===== src/rtl/instr_fetch_pkg.sv =====
// Shared types and constants for the RV32I fetch stage.
package instr_fetch_pkg;

  typedef enum logic [2:0] {
    IDLE,
    WAIT,
    VALID,
    DISCARD,
    HALT
  } fetch_state_t;

  localparam logic [31:0] RV_NOP  = 32'h0000_0013;  // addi x0, x0, 0
  localparam logic [31:0] PC_STEP = 32'd4;

endpackage


===== src/rtl/instr_fetch.sv =====
// Fetch stage: owns the PC, reads instruction memory over req/ack and hands
// words to decode over valid/ready. Redirects from execute squash stale fetches;
// a misaligned redirect target sets a sticky fault and parks the stage in HALT.
//
// state   | meaning
// --------+-------------------------------------------------------------
// IDLE    | just out of reset, nothing requested yet
// WAIT    | imem_req high at pc, waiting for imem_ack
// VALID   | instruction held on idata/iaddr until instr_ready
// DISCARD | old request still in flight; its data is dropped on ack
// HALT    | misaligned redirect seen; stays here until reset
module instr_fetch
  import instr_fetch_pkg::*;
#(
  parameter logic [31:0] RESET_PC = 32'h0000_0000,
  parameter int          XLEN     = 32
) (
  input  logic            clk,
  input  logic            reset,
  output logic            imem_req,
  output logic [XLEN-1:0] imem_addr,
  input  logic            imem_ack,
  input  logic [XLEN-1:0] imem_rdata,
  output logic            instr_valid,
  input  logic            instr_ready,
  output logic [XLEN-1:0] idata,
  output logic [XLEN-1:0] iaddr,
  output logic [XLEN-1:0] pc,
  input  logic            redirect_valid,
  input  logic [XLEN-1:0] redirect_pc,
  output logic            fault,
  output logic [XLEN-1:0] fetch_count
);

  fetch_state_t    state_q, state_d;
  logic [XLEN-1:0] pc_q, pc_d;
  logic [XLEN-1:0] addr_q, addr_d;
  logic [XLEN-1:0] idata_q, idata_d;
  logic [XLEN-1:0] iaddr_q, iaddr_d;
  logic [XLEN-1:0] count_q, count_d;
  logic            valid_q, valid_d;
  logic            fault_q, fault_d;
  logic            halt_pend_q, halt_pend_d;
  logic            misalign;

  assign misalign = (redirect_pc[1:0] != 2'b00);

  // Next-state, next-PC mux and handshake bookkeeping.
  always_comb begin
    state_d     = state_q;
    pc_d        = pc_q;
    idata_d     = idata_q;
    iaddr_d     = iaddr_q;
    fault_d     = fault_q;
    halt_pend_d = halt_pend_q;
    count_d     = count_q;

    // Every valid&&ready handshake counts, including one that coincides with a redirect.
    if (valid_q && instr_ready) begin
      count_d = count_q + 1'b1;
    end

    unique case (state_q)
      IDLE: state_d = WAIT;

      WAIT: begin
        if (redirect_valid) begin
          if (misalign) begin
            fault_d = 1'b1;
            if (imem_ack) begin
              state_d = HALT;
            end else begin
              state_d     = DISCARD;
              halt_pend_d = 1'b1;
            end
          end else begin
            pc_d    = redirect_pc;
            state_d = imem_ack ? WAIT : DISCARD;
          end
        end else if (imem_ack) begin
          idata_d = imem_rdata;
          iaddr_d = pc_q;
          state_d = VALID;
        end
      end

      VALID: begin
        if (redirect_valid) begin
          if (misalign) begin
            fault_d = 1'b1;
            state_d = HALT;
          end else begin
            pc_d    = redirect_pc;
            state_d = WAIT;
          end
        end else if (instr_ready) begin
          pc_d    = pc_q + PC_STEP;
          state_d = WAIT;
        end
      end

      DISCARD: begin
        if (redirect_valid) begin
          if (misalign) begin
            fault_d     = 1'b1;
            halt_pend_d = 1'b1;
          end else begin
            pc_d = redirect_pc;
          end
        end
        // The in-flight request finishes on this ack even if a redirect arrives with it.
        if (imem_ack) begin
          state_d = halt_pend_d ? HALT : WAIT;
        end
      end

      HALT: state_d = HALT;

      default: state_d = IDLE;
    endcase

    valid_d = (state_d == VALID);
    // The request address follows pc only when a new request starts; in DISCARD it keeps the old one.
    addr_d  = (state_d == WAIT) ? pc_d : addr_q;
  end

  // State and datapath registers with asynchronous reset.
  always_ff @(posedge clk or posedge reset) begin
    if (reset) begin
      state_q     <= IDLE;
      pc_q        <= RESET_PC;
      addr_q      <= RESET_PC;
      idata_q     <= RV_NOP;
      iaddr_q     <= RESET_PC;
      count_q     <= '0;
      valid_q     <= 1'b0;
      fault_q     <= 1'b0;
      halt_pend_q <= 1'b0;
    end else begin
      state_q     <= state_d;
      pc_q        <= pc_d;
      addr_q      <= addr_d;
      idata_q     <= idata_d;
      iaddr_q     <= iaddr_d;
      count_q     <= count_d;
      valid_q     <= valid_d;
      fault_q     <= fault_d;
      halt_pend_q <= halt_pend_d;
    end
  end

  assign imem_req    = (state_q == WAIT) || (state_q == DISCARD);
  assign imem_addr   = {addr_q[XLEN-1:2], 2'b00};
  assign instr_valid = valid_q;
  assign idata       = idata_q;
  assign iaddr       = iaddr_q;
  assign pc          = pc_q;
  assign fault       = fault_q;
  assign fetch_count = count_q;

endmodule


===== config.mk =====
export PLATFORM = sky130hd
export DESIGN_NAME = instr_fetch
export DESIGN_NICKNAME = d
export VERILOG_FILES = /design/src/rtl/instr_fetch_pkg.sv /design/src/rtl/instr_fetch.sv
export SDC_FILE = /design/constraint.sdc
export NUM_CORES = 1
export LEC_CHECK = 0
export BUFFER_PORTS_ARGS = -buffer_cell sky130_fd_sc_hd__clkbuf_2
export CAP_MARGIN = 25
export CORE_AREA = 3 3 127 129
export DETAILED_ROUTE_END_ITERATION = 6
export DIE_AREA = 0 0 130 132
export PLACE_DENSITY = 0.77
export REMOVE_ABC_BUFFERS = 1
export SLEW_MARGIN = 0
export SYNTH_ARGS = -nofsm -noshare
export SYNTH_HDL_FRONTEND = slang
export SYNTH_SLANG_ARGS = --single-unit

===== constraint.sdc =====
create_clock -name clk -period 6.4 [get_ports clk]
set_input_delay 0.64 -clock clk [delete_from_list [all_inputs] [get_ports clk]]
set_output_delay 0.64 -clock clk [all_outputs]
set_load 0.02 [all_outputs]

==> impl_metrics.toml, run 1 <==
[global_route]
global_route.overflow_total = 0
grt_usage_pct = 25.94
largest_net_degree_at_the_start_of_global_routing = 105
antenna_found_initial = 0
global_route_wire_length_before_repair_um = 34850
vias_in_the_first_global_route = 6508

[yosys]
most_used_dff_post_synth = "sky130_fd_sc_hd__dfrtp_1"
netlist_instances = 702
yosysWarnings = 0
cell_area_after_synthesis_sq_um = 7806
synthArstFlopShare_pct = 100.0
synth_top_family_by_area = "simple AND/OR/NAND/NOR gates"
post_synth_adder_cell_area_pct = 0.3206
number_of_enable_type_register_cells_in_the_synthesized_netlist = 0
synthMuxAreaShare_pct = 12.25
synth.ff_latch_count = 164
yosysSeqAreaShare_pct = 52.62
synth_area_in_xor_xnor_pct = 3.703
post_synth_num_cell_types = 78
synth_simple_gate_area_share_pct = 16.27
syn_avg_cell_area_sq_um = 11.12
synth_compound_area_share_pct = 11.81

[sta]
timing.final.crit_period_ps = 2972
rsz0062_at_grt = "false"
worst_clock_skew_ps = 7.622
report.final.slew_viol_count = 0
fin_tns_setup_ps = 0
final-setup-viol-count = 0
final.period_utilization_pct = 46.44
normalized_max_slew_margin_pct = 37.99
tightest_pin_transition_ps = 930.2
final_hold_viol_count = 0
clock.fmax_ghz = 0.3364

[drt]
drtPass1Iterations = 7
detail_route.drc_violations = 0
post_drt_via_cell_ratio = 6.055
dr.first_iter.drc_count = 593
vias = 6757
wirelength_um = 22410
wl_per_cell_um = 20.08
postRouteAntennaNets = 0

[pwr]
netSwitchingPower_mw = 1.970
p_sw_share_pct = 41.56
int_power_mw = 2.770
share_clk_of_total_power_pct = 22.3
static-leakage-power_nw = 4.597
powerDensity_nw_per_um2 = 488.5
vdd_ir_drop_max_mv = 0.3106
total_power_mw = 4.740
power.share.sequential_pct = 38.1
comb_power_share_pct = 39.6

[die]
design.core.area_sq_um = 15150
top_level_ports = 232
floorplan.rows = 45
die-height_um = 132
die_area_sq_um = 17160
initial_utilization_pct = 51.54
chip_width_um = 130

[setup_path]
worstSetupPathType = "in2reg"
worst-endpoint-arrival_ps = 3280
critical_path.endpoint_type = "register"
startpoint_type = "primary input"
critical-path-top-cell-by-count = "sky130_fd_sc_hd__buf_4"
critical_path_cell_by_cell = "clkbuf_2, buf_4, o21ai_0, nand2_1, a221o_1, nor2_2, buf_4, mux2_2"
cp_max_fo = 44
worst_path_max_delay_cell = "sky130_fd_sc_hd__nor2_2"
max_stage_delay_ps = 620
worst-endpoint-required_ps = 6710

[layout]
most_frequent_cells_in_the_layout = "229 x sky130_fd_sc_hd__clkbuf_2, 161 x sky130_fd_sc_hd__dfrtp_1, 83 x sky130_fd_sc_hd__mux2_2"
fin_nets = 986
layout_commonest_cell = "sky130_fd_sc_hd__clkbuf_2"
area.growth.synth_to_final_pct = 24.30
insertedDiodeCount = 0
share_of_final_layout_standard_cells_stronger_than_drive_strength_1_pct = 40.73

[clock_network]
cts-root-buf = "sky130_fd_sc_hd__clkbuf_16"
cts_inserted_buffers = 17
clock-sinks = 164
clockBufferDepth = 2
hold_buffers = 0
clock_insertion_delay_worst_skew_ps = 430
cts_tree = "built"
h-tree-depth = 4
post-cts-setup-buffers = 0
clkTransAtPathRegs_ps = 60
post_cts_resize_count = 0

[job]
drv.max_cap_violation_count = 0

[placement]
place_congestion = 0.9311
place.detailed.hpwl_um = 15960
port_buf_inserts = 229

[min_path]
holdCritPathClass = "in2async"

[outcome]
run_status = "completed"
## kinds of logic (layout without fill, tap and decap cells)
kind of cell / count (synthesis) / after routing
AND/OR/NAND/NOR: 227 / 227
flip-flops: 164 / 164
AO/OA/AOI/OAI: 133 / 133
multiplexers: 85 / 85
buffers and inverters: 57 / 282
XOR/XNOR: 33 / 33
adder cells (fa/ha/maj): 2 / 2
other: 1 / 2
## cell type report
cell class	instances	area, sq um
timing repair buffer	236	1216
clock inverter	14	175.2
inverter	14	57.56
tap	188	235.2
sequential	164	4108
multi-input combinational	482	3482
fill	1212	5443
clock buffer	18	429.2
## cell usage after synthesis (4+ instances only)
cell	count	area [sq um]
sky130_fd_sc_hd__mux2_2	83	934.7
sky130_fd_sc_hd__xnor2_1	24	210.2
sky130_fd_sc_hd__a31oi_1	14	87.58
sky130_fd_sc_hd__or4_1	4	30.03
sky130_fd_sc_hd__xor2_1	9	78.83
sky130_fd_sc_hd__nor2_1	34	127.6
sky130_fd_sc_hd__o31ai_1	7	52.55
sky130_fd_sc_hd__and3_1	13	81.33
sky130_fd_sc_hd__a311oi_1	6	52.55
sky130_fd_sc_hd__or3b_2	5	43.79
sky130_fd_sc_hd__nor3_1	25	125.1
sky130_fd_sc_hd__a21oi_1	13	65.06
sky130_fd_sc_hd__a211oi_1	8	60.06
sky130_fd_sc_hd__o21a_1	5	37.54
sky130_fd_sc_hd__nand3_1	22	110.1
sky130_fd_sc_hd__dfrtp_1	161	4029
sky130_fd_sc_hd__nand2_1	48	180.2
sky130_fd_sc_hd__nor4_1	9	56.30
sky130_fd_sc_hd__o21ai_0	30	150.1
sky130_fd_sc_hd__nor2b_1	5	31.28
sky130_fd_sc_hd__nand4_1	17	106.4
sky130_fd_sc_hd__buf_2	9	45.04
sky130_fd_sc_hd__and4_1	8	70.07
sky130_fd_sc_hd__o22ai_1	6	37.54
sky130_fd_sc_hd__inv_1	13	48.80
sky130_fd_sc_hd__and2_1	7	43.79
sky130_fd_sc_hd__clkbuf_1	31	116.4
## worst max-delay path, delay by kind of cell
family | cells | cell delay [ps]
buffers and inverters | 3 | 900
AO/OA/AOI/OAI | 2 | 590
multiplexers | 1 | 380
AND/OR/NAND/NOR | 2 | 750
## metal layers
layer | wire length (um) | vias up | global-route usage (%)
met1 | 8974 | 3265 | 33.45
met3 | 2090 | 61 | 7.820
met2 | 10510 | 393 | 40.97
li1 | - | 3038 | -
met5 | 0 | - | 0
met4 | 835 | 0 | 10.22
## metrics by stage
stage / cells / hold WS [ps] / worst slack [ps] / cell area (sq um) / util [%]
global placement: 1082 / 458.9 / 3132 / 9066 / 59.86
global route: 1116 / 368.7 / 3297 / 9703 / 64.06
detailed placement: 1082 / 461.7 / 3040 / 9066 / 59.86
floorplan: 660 / 441.9 / 1332 / 7630 / -
finish: 1116 / 332.5 / 3428 / 9703 / 64.06
CTS: 1114 / 428.5 / 3494 / 9671 / 63.85
## power by group through the flow
stage          combinational [mW]  sequential, mW  clock, mW
2_1_floorplan               0.777            2.17          0
3_3_place_gp                 1.85            1.80          0
3_5_place_dp                 1.88            1.81          0
4_1_cts                      1.89            1.80       1.07
5_1_grt                      2.02            1.86       1.13
6_report                     1.88            1.81       1.06
## state kept, by name (all words and copies together) (netlist names), named ones only
register     flops
halt_pend_q      1
pc              30
iaddr           32
instr_valid      1
idata           32
fetch_count     32
addr_q          30
fault            1
state_q          3
## path summary, 6_finish.rpt
kind | start | end | slack (ps) | depth (start not counted)
min | reset | idata[24] | 330 | 3
max reg2reg | state_q[1] | addr_q[31] | 3570 | 7
max in group asynchronous | reset | fetch_count[0] | 4930 | 4
max | redirect_valid | addr_q[31] | 3430 | 8
min reg2reg | fetch_count[31] | fetch_count[31] | 480 | 1
min in group clk | imem_rdata[8] | idata[8] | 440 | 2
Note: power is estimated with default switching activity, not from simulation.
==> run 2: changes to the inputs <==
Settings changed: CORE_AREA 3 3 127 129 to 3 3 133 135, DIE_AREA 0 0 130 132 to 0 0 136 138, PLACE_DENSITY 0.77 to 0.74.
Clock period 6.4 ns to 2.7 ns, I/O delays scaled along.
==> impl_metrics.toml, run 2 (synthesis results as in run 1) <==
[setup_path]
timing.reg2reg.setup_slack_ps = 240
cp_max_fo = 5
worstSetupPathType = "reg2reg"
critical_path.endpoint_type = "register"
startpoint_type = "register"
worst-endpoint-arrival_ps = 2770
worst-endpoint-required_ps = 3010

[sta]
final_hold_viol_count = 0
report.final.slew_viol_count = 0
clock.fmax_ghz = 0.4065
final-setup-viol-count = 0
timing.final.crit_period_ps = 2460
timing.final.ws_setup_ps = 239.7
rsz0062_at_grt = "false"
normalized_max_slew_margin_pct = 59.54
fin_worst_hold_slack_ps = 76.45
tightest_pin_transition_ps = 606.8
worst_clock_skew_ps = 10.23
final.period_utilization_pct = 91.12

[global_route]
antenna_found_initial = 0
grt-busiest-layer = "met2"
global_route_wire_length_before_repair_um = 35950
globalRouteMet3Util_pct = 6.722
largest_net_degree_at_the_start_of_global_routing = 67
vias_in_the_first_global_route = 6614
grt_usage_pct = 24.10
global_route.overflow_total = 0
grt_util_met1_pct = 32.20
grt_use_met2_pct = 37.52

[clock_network]
clock-sinks = 164
cts_tree = "built"
cts_inserted_buffers = 17
clkTransAtPathRegs_ps = 60
post_cts_resize_count = 0
cts-root-buf = "sky130_fd_sc_hd__clkbuf_16"
clockBufferDepth = 2
clock_insertion_delay_worst_skew_ps = 420
h-tree-depth = 4

[placement]
place_congestion = 0.9549
place.detailed.hpwl_um = 16800
placed_area_sq_um = 9354
port_buf_inserts = 229
pre_cts_slack_ps = 299.2
placedCellCount = 1141

[layout]
final_design_area_no_fill_sq_um = 9916
fin_nets = 1012
final_cell_count_no_fill = 1174
insertedDiodeCount = 0
layout_commonest_cell = "sky130_fd_sc_hd__clkbuf_2"
fillCellCount = 1419
most_frequent_cells_in_the_layout = "229 x sky130_fd_sc_hd__clkbuf_2, 161 x sky130_fd_sc_hd__dfrtp_1, 83 x sky130_fd_sc_hd__mux2_2"
area.growth.synth_to_final_pct = 27.02
share_of_final_layout_standard_cells_stronger_than_drive_strength_1_pct = 41.82

[die]
design.core.area_sq_um = 16580
chip_width_um = 136
die-height_um = 138
initial_utilization_pct = 47.07
top_level_ports = 232
floorplan.rows = 47
die_area_sq_um = 18770

[pwr]
powerDensity_nw_per_um2 = 1127
vdd_ir_drop_max_mv = 0.6118
static-leakage-power_nw = 4.700

[job]
drv.max_cap_violation_count = 0

[drt]
drtPass1Iterations = 7
vias = 6820
dr.first_iter.drc_count = 455
detail_route.drc_violations = 0
postRouteAntennaNets = 0
post_drt_via_cell_ratio = 5.809
wirelength_um = 22830
wl_per_cell_um = 19.45

[min_path]
holdCritPathClass = "in2reg"

[outcome]
run_status = "completed"
[run 2: critical path: stages, from the launching register on]
cell	delay [ps]
sky130_fd_sc_hd__dfrtp_1	350
sky130_fd_sc_hd__ha_1	210
sky130_fd_sc_hd__nand4_1	280
sky130_fd_sc_hd__or4_4	650
sky130_fd_sc_hd__nor4b_1	410
sky130_fd_sc_hd__o21ai_1	150
sky130_fd_sc_hd__mux2_2	280
[run 2: area by class of cell]
| type | count | area [sq um] | area share [%] |
|---|---|---|---|
| Timing Repair Buffer | 262 | 1446 | 14.59 |
| Multi-Input combinational cell | 482 | 3477 | 35.07 |
| Clock buffer | 23 | 467.9 | 4.719 |
| Tap cell | 220 | 275.3 | 2.776 |
| Inverter | 14 | 57.56 | 0.5804 |
| Clock inverter | 9 | 83.83 | 0.8454 |
| Sequential cell | 164 | 4108 | 41.43 |
[run 2: report_power, final]
part	total (mW)	switching, mW	internal [mW]
Clock	2.29	0.972	1.31
Combinational	4.71	2.84	1.87
Sequential	4.18	0.814	3.37
Total	11.2	4.62	6.55
[run 2: repair_timing]
item	4_1_cts	5_1_grt
hold buffers	1	0
hold endpoints to repair	62	0
endpoints found under the setup margin	0	0
buffers inserted	0	0
[run 2: final timing paths]
path / start / endpoint / cells after the start
max: pc[2] / addr_q[28] / 6
min: imem_rdata[13] / idata[13] / 2
max reg2reg: pc[2] / addr_q[28] / 6
min reg2reg: fault / fault / 1
max in group asynchronous: reset / pc[17] / 4
min in group asynchronous: reset / iaddr[18] / 3
[run 2: per-stage QoR]
stage	total power, mW	setup TNS, ps	util, %
floorplan	6.985	-341570	-
global placement	8.819	0	56.41
detailed placement	8.909	0	56.41
CTS	11.22	0	59.79
global route	11.80	0	59.79
finish	11.18	0	59.79
[run 2: layer usage]
metal,part of all wire (%),wire length (um)
met5,0,0
met4,2.7,617
met3,9.8,2245
met2,46,10410
met1,42,9555
==> run 3: changes to the inputs <==
Settings changed: PLACE_DENSITY 0.74 to 0.76.
==> impl_metrics.toml, run 3 (synthesis results as in run 1) <==
[outcome]
run_status = "finished, violations left"
failed_checks = "design-rule violations"

[clock_network]
h-tree-depth = 4
clock_insertion_delay_worst_skew_ps = 430
clock-sinks = 164
cts-root-buf = "sky130_fd_sc_hd__clkbuf_16"
post_cts_resize_count = 0
hold_buffers = 0
cts_tree = "built"
cts_inserted_buffers = 17
clockBufferDepth = 2
clkTransAtPathRegs_ps = 70
post-cts-setup-buffers = 0

[pwr]
comb_power_share_pct = 41.3
int_power_mw = 6.765
vdd_ir_drop_max_mv = 0.6452
static-leakage-power_nw = 4.740
netSwitchingPower_mw = 4.642
share_clk_of_total_power_pct = 22.2
power.share.sequential_pct = 36.5
p_sw_share_pct = 40.69
powerDensity_nw_per_um2 = 1144

[layout]
sequential_cell_area_sq_um = 4108
area.growth.synth_to_final_pct = 27.78
final_cell_count_no_fill = 1176
insertedDiodeCount = 0
fin_nets = 1014
share_of_final_layout_standard_cells_stronger_than_drive_strength_1_pct = 42.26
multiInputGateArea_sq_um = 3477
layout_commonest_cell = "sky130_fd_sc_hd__clkbuf_2"
most_frequent_cells_in_the_layout = "229 x sky130_fd_sc_hd__clkbuf_2, 161 x sky130_fd_sc_hd__dfrtp_1, 83 x sky130_fd_sc_hd__mux2_2"
fillCellCount = 1411
post-route-util_pct = 60.15
final_design_area_no_fill_sq_um = 9975

[sta]
worst_clock_skew_ps = 9.056
tightest_pin_transition_ps = 917.5
rsz0062_at_grt = "false"
report.final.slew_viol_count = 0
normalized_max_slew_margin_pct = 38.83
clock.fmax_ghz = 0.4121
final-setup-viol-count = 0
final_hold_viol_count = 0
timing.final.crit_period_ps = 2427
final.period_utilization_pct = 89.88

[setup_path]
critPathLaunch = "state_q[2]"
critical_path.endpoint = "addr_q[11]"
worstReg2RegEnd = "addr_q[11]"
reg2reg_from = "state_q[2]"
critical_path.endpoint_type = "register"
startpoint_type = "register"
worstRegToRegCells = 5
worst-endpoint-required_ps = 3070
worstSetupPathType = "reg2reg"
cp_max_fo = 18
worst-endpoint-arrival_ps = 2790
timing.reg2reg.setup_slack_ps = 270

[drt]
wl_per_cell_um = 19.54
detail_route.drc_violations = 13
vias = 6795
drtPass1Iterations = 7
dr.first_iter.drc_count = 562
post_drt_via_cell_ratio = 5.778
postRouteAntennaNets = 0
wirelength_um = 22980

[job]
drv.max_cap_violation_count = 0

[min_path]
holdCritPathClass = "in2async"

[die]
die_area_sq_um = 18770
floorplan.rows = 47
initial_utilization_pct = 47.07
die-height_um = 138
top_level_ports = 232
chip_width_um = 136
design.core.area_sq_um = 16580

[global_route]
antenna_found_initial = 0
global_route_wire_length_before_repair_um = 36160
global_route.overflow_total = 0
vias_in_the_first_global_route = 6768
grt_usage_pct = 24.43
largest_net_degree_at_the_start_of_global_routing = 165

[placement]
place_congestion = 0.9654
placedCellCount = 1144
placed_area_sq_um = 9351
place.detailed.hpwl_um = 16640
port_buf_inserts = 229
-- run 3: changes by cell type in the layout (fill, tap and decap cells not counted) --
cell,change
sky130_fd_sc_hd__buf_4,+5
sky130_fd_sc_hd__clkinv_4,+4
sky130_fd_sc_hd__clkinv_2,-3
sky130_fd_sc_hd__buf_12,-2
sky130_fd_sc_hd__bufinv_16,+2
sky130_fd_sc_hd__clkbuf_1,-2
sky130_fd_sc_hd__clkinvlp_4,-2
sky130_fd_sc_hd__clkbuf_8,+1
sky130_fd_sc_hd__dlygate4sd3_1,-1
-- run 3: layout make-up --
type | instances | area share, %
timing repair buffer | 264 | 14.38
clock buffer | 22 | 4.754
inverter | 14 | 0.5770
multi-input combinational | 482 | 34.86
sequential | 164 | 41.18
clock inverter | 10 | 1.493
tap | 220 | 2.760
-- run 3: worst min-delay path by stage --
stage / start / end / slack (ps) / depth (start not counted)
after global routing: imem_rdata[14] / idata[14] / 70 / 2
after detailed placement: fault / fault / 450 / 1
final: reset / idata[28] / 10 / 3
after global placement: fault / fault / 440 / 1
after floorplan: redirect_valid / pc[5] / 370 / 1
after CTS: imem_rdata[14] / idata[14] / 60 / 2
-- run 3: power groups by stage --
stage	sequential [mW]	combinational, mW	clock, mW
global route	4.30	5.07	2.70
global placement	4.15	4.64	0
finish	4.16	4.71	2.53
floorplan	5.14	1.84	0
detailed placement	4.21	4.71	0
CTS	4.17	4.73	2.58
-- run 3: worst max-delay path, cell delays in order, from the launching register on --
cell and delay (ps):
sky130_fd_sc_hd__dfrtp_1 510, sky130_fd_sc_hd__or3b_2 720, sky130_fd_sc_hd__nor2_1 440, sky130_fd_sc_hd__a211oi_1 140, sky130_fd_sc_hd__a311oi_1 320, sky130_fd_sc_hd__mux2_2 220
-- run 3: per-stage QoR --
| step | hold slack, ps | setup TNS [ps] | worst slack (ps) | power [mW] |
|---|---|---|---|---|
| after global routing | 68.32 | 0 | 132.7 | 12.06 |
| after floorplan | 372.0 | -341570 | -1998 | 6.985 |
| final | 11.56 | 0 | 273.2 | 11.41 |
| after global placement | 439.3 | 0 | 375.4 | 8.797 |
| after detailed placement | 451.7 | 0 | 328.2 | 8.918 |
| after CTS | 63.92 | 0 | 325.7 | 11.47 |
-- run 3: per-layer routing --
metal  GRT usage (%)  up-vias  part of all wire, %
met5               0        -                    0
met4           10.29        0                  3.7
met3           7.122       72                   10
met2           38.33      395                   46
met1           31.63     3243                   40
li1                -     3085                    -
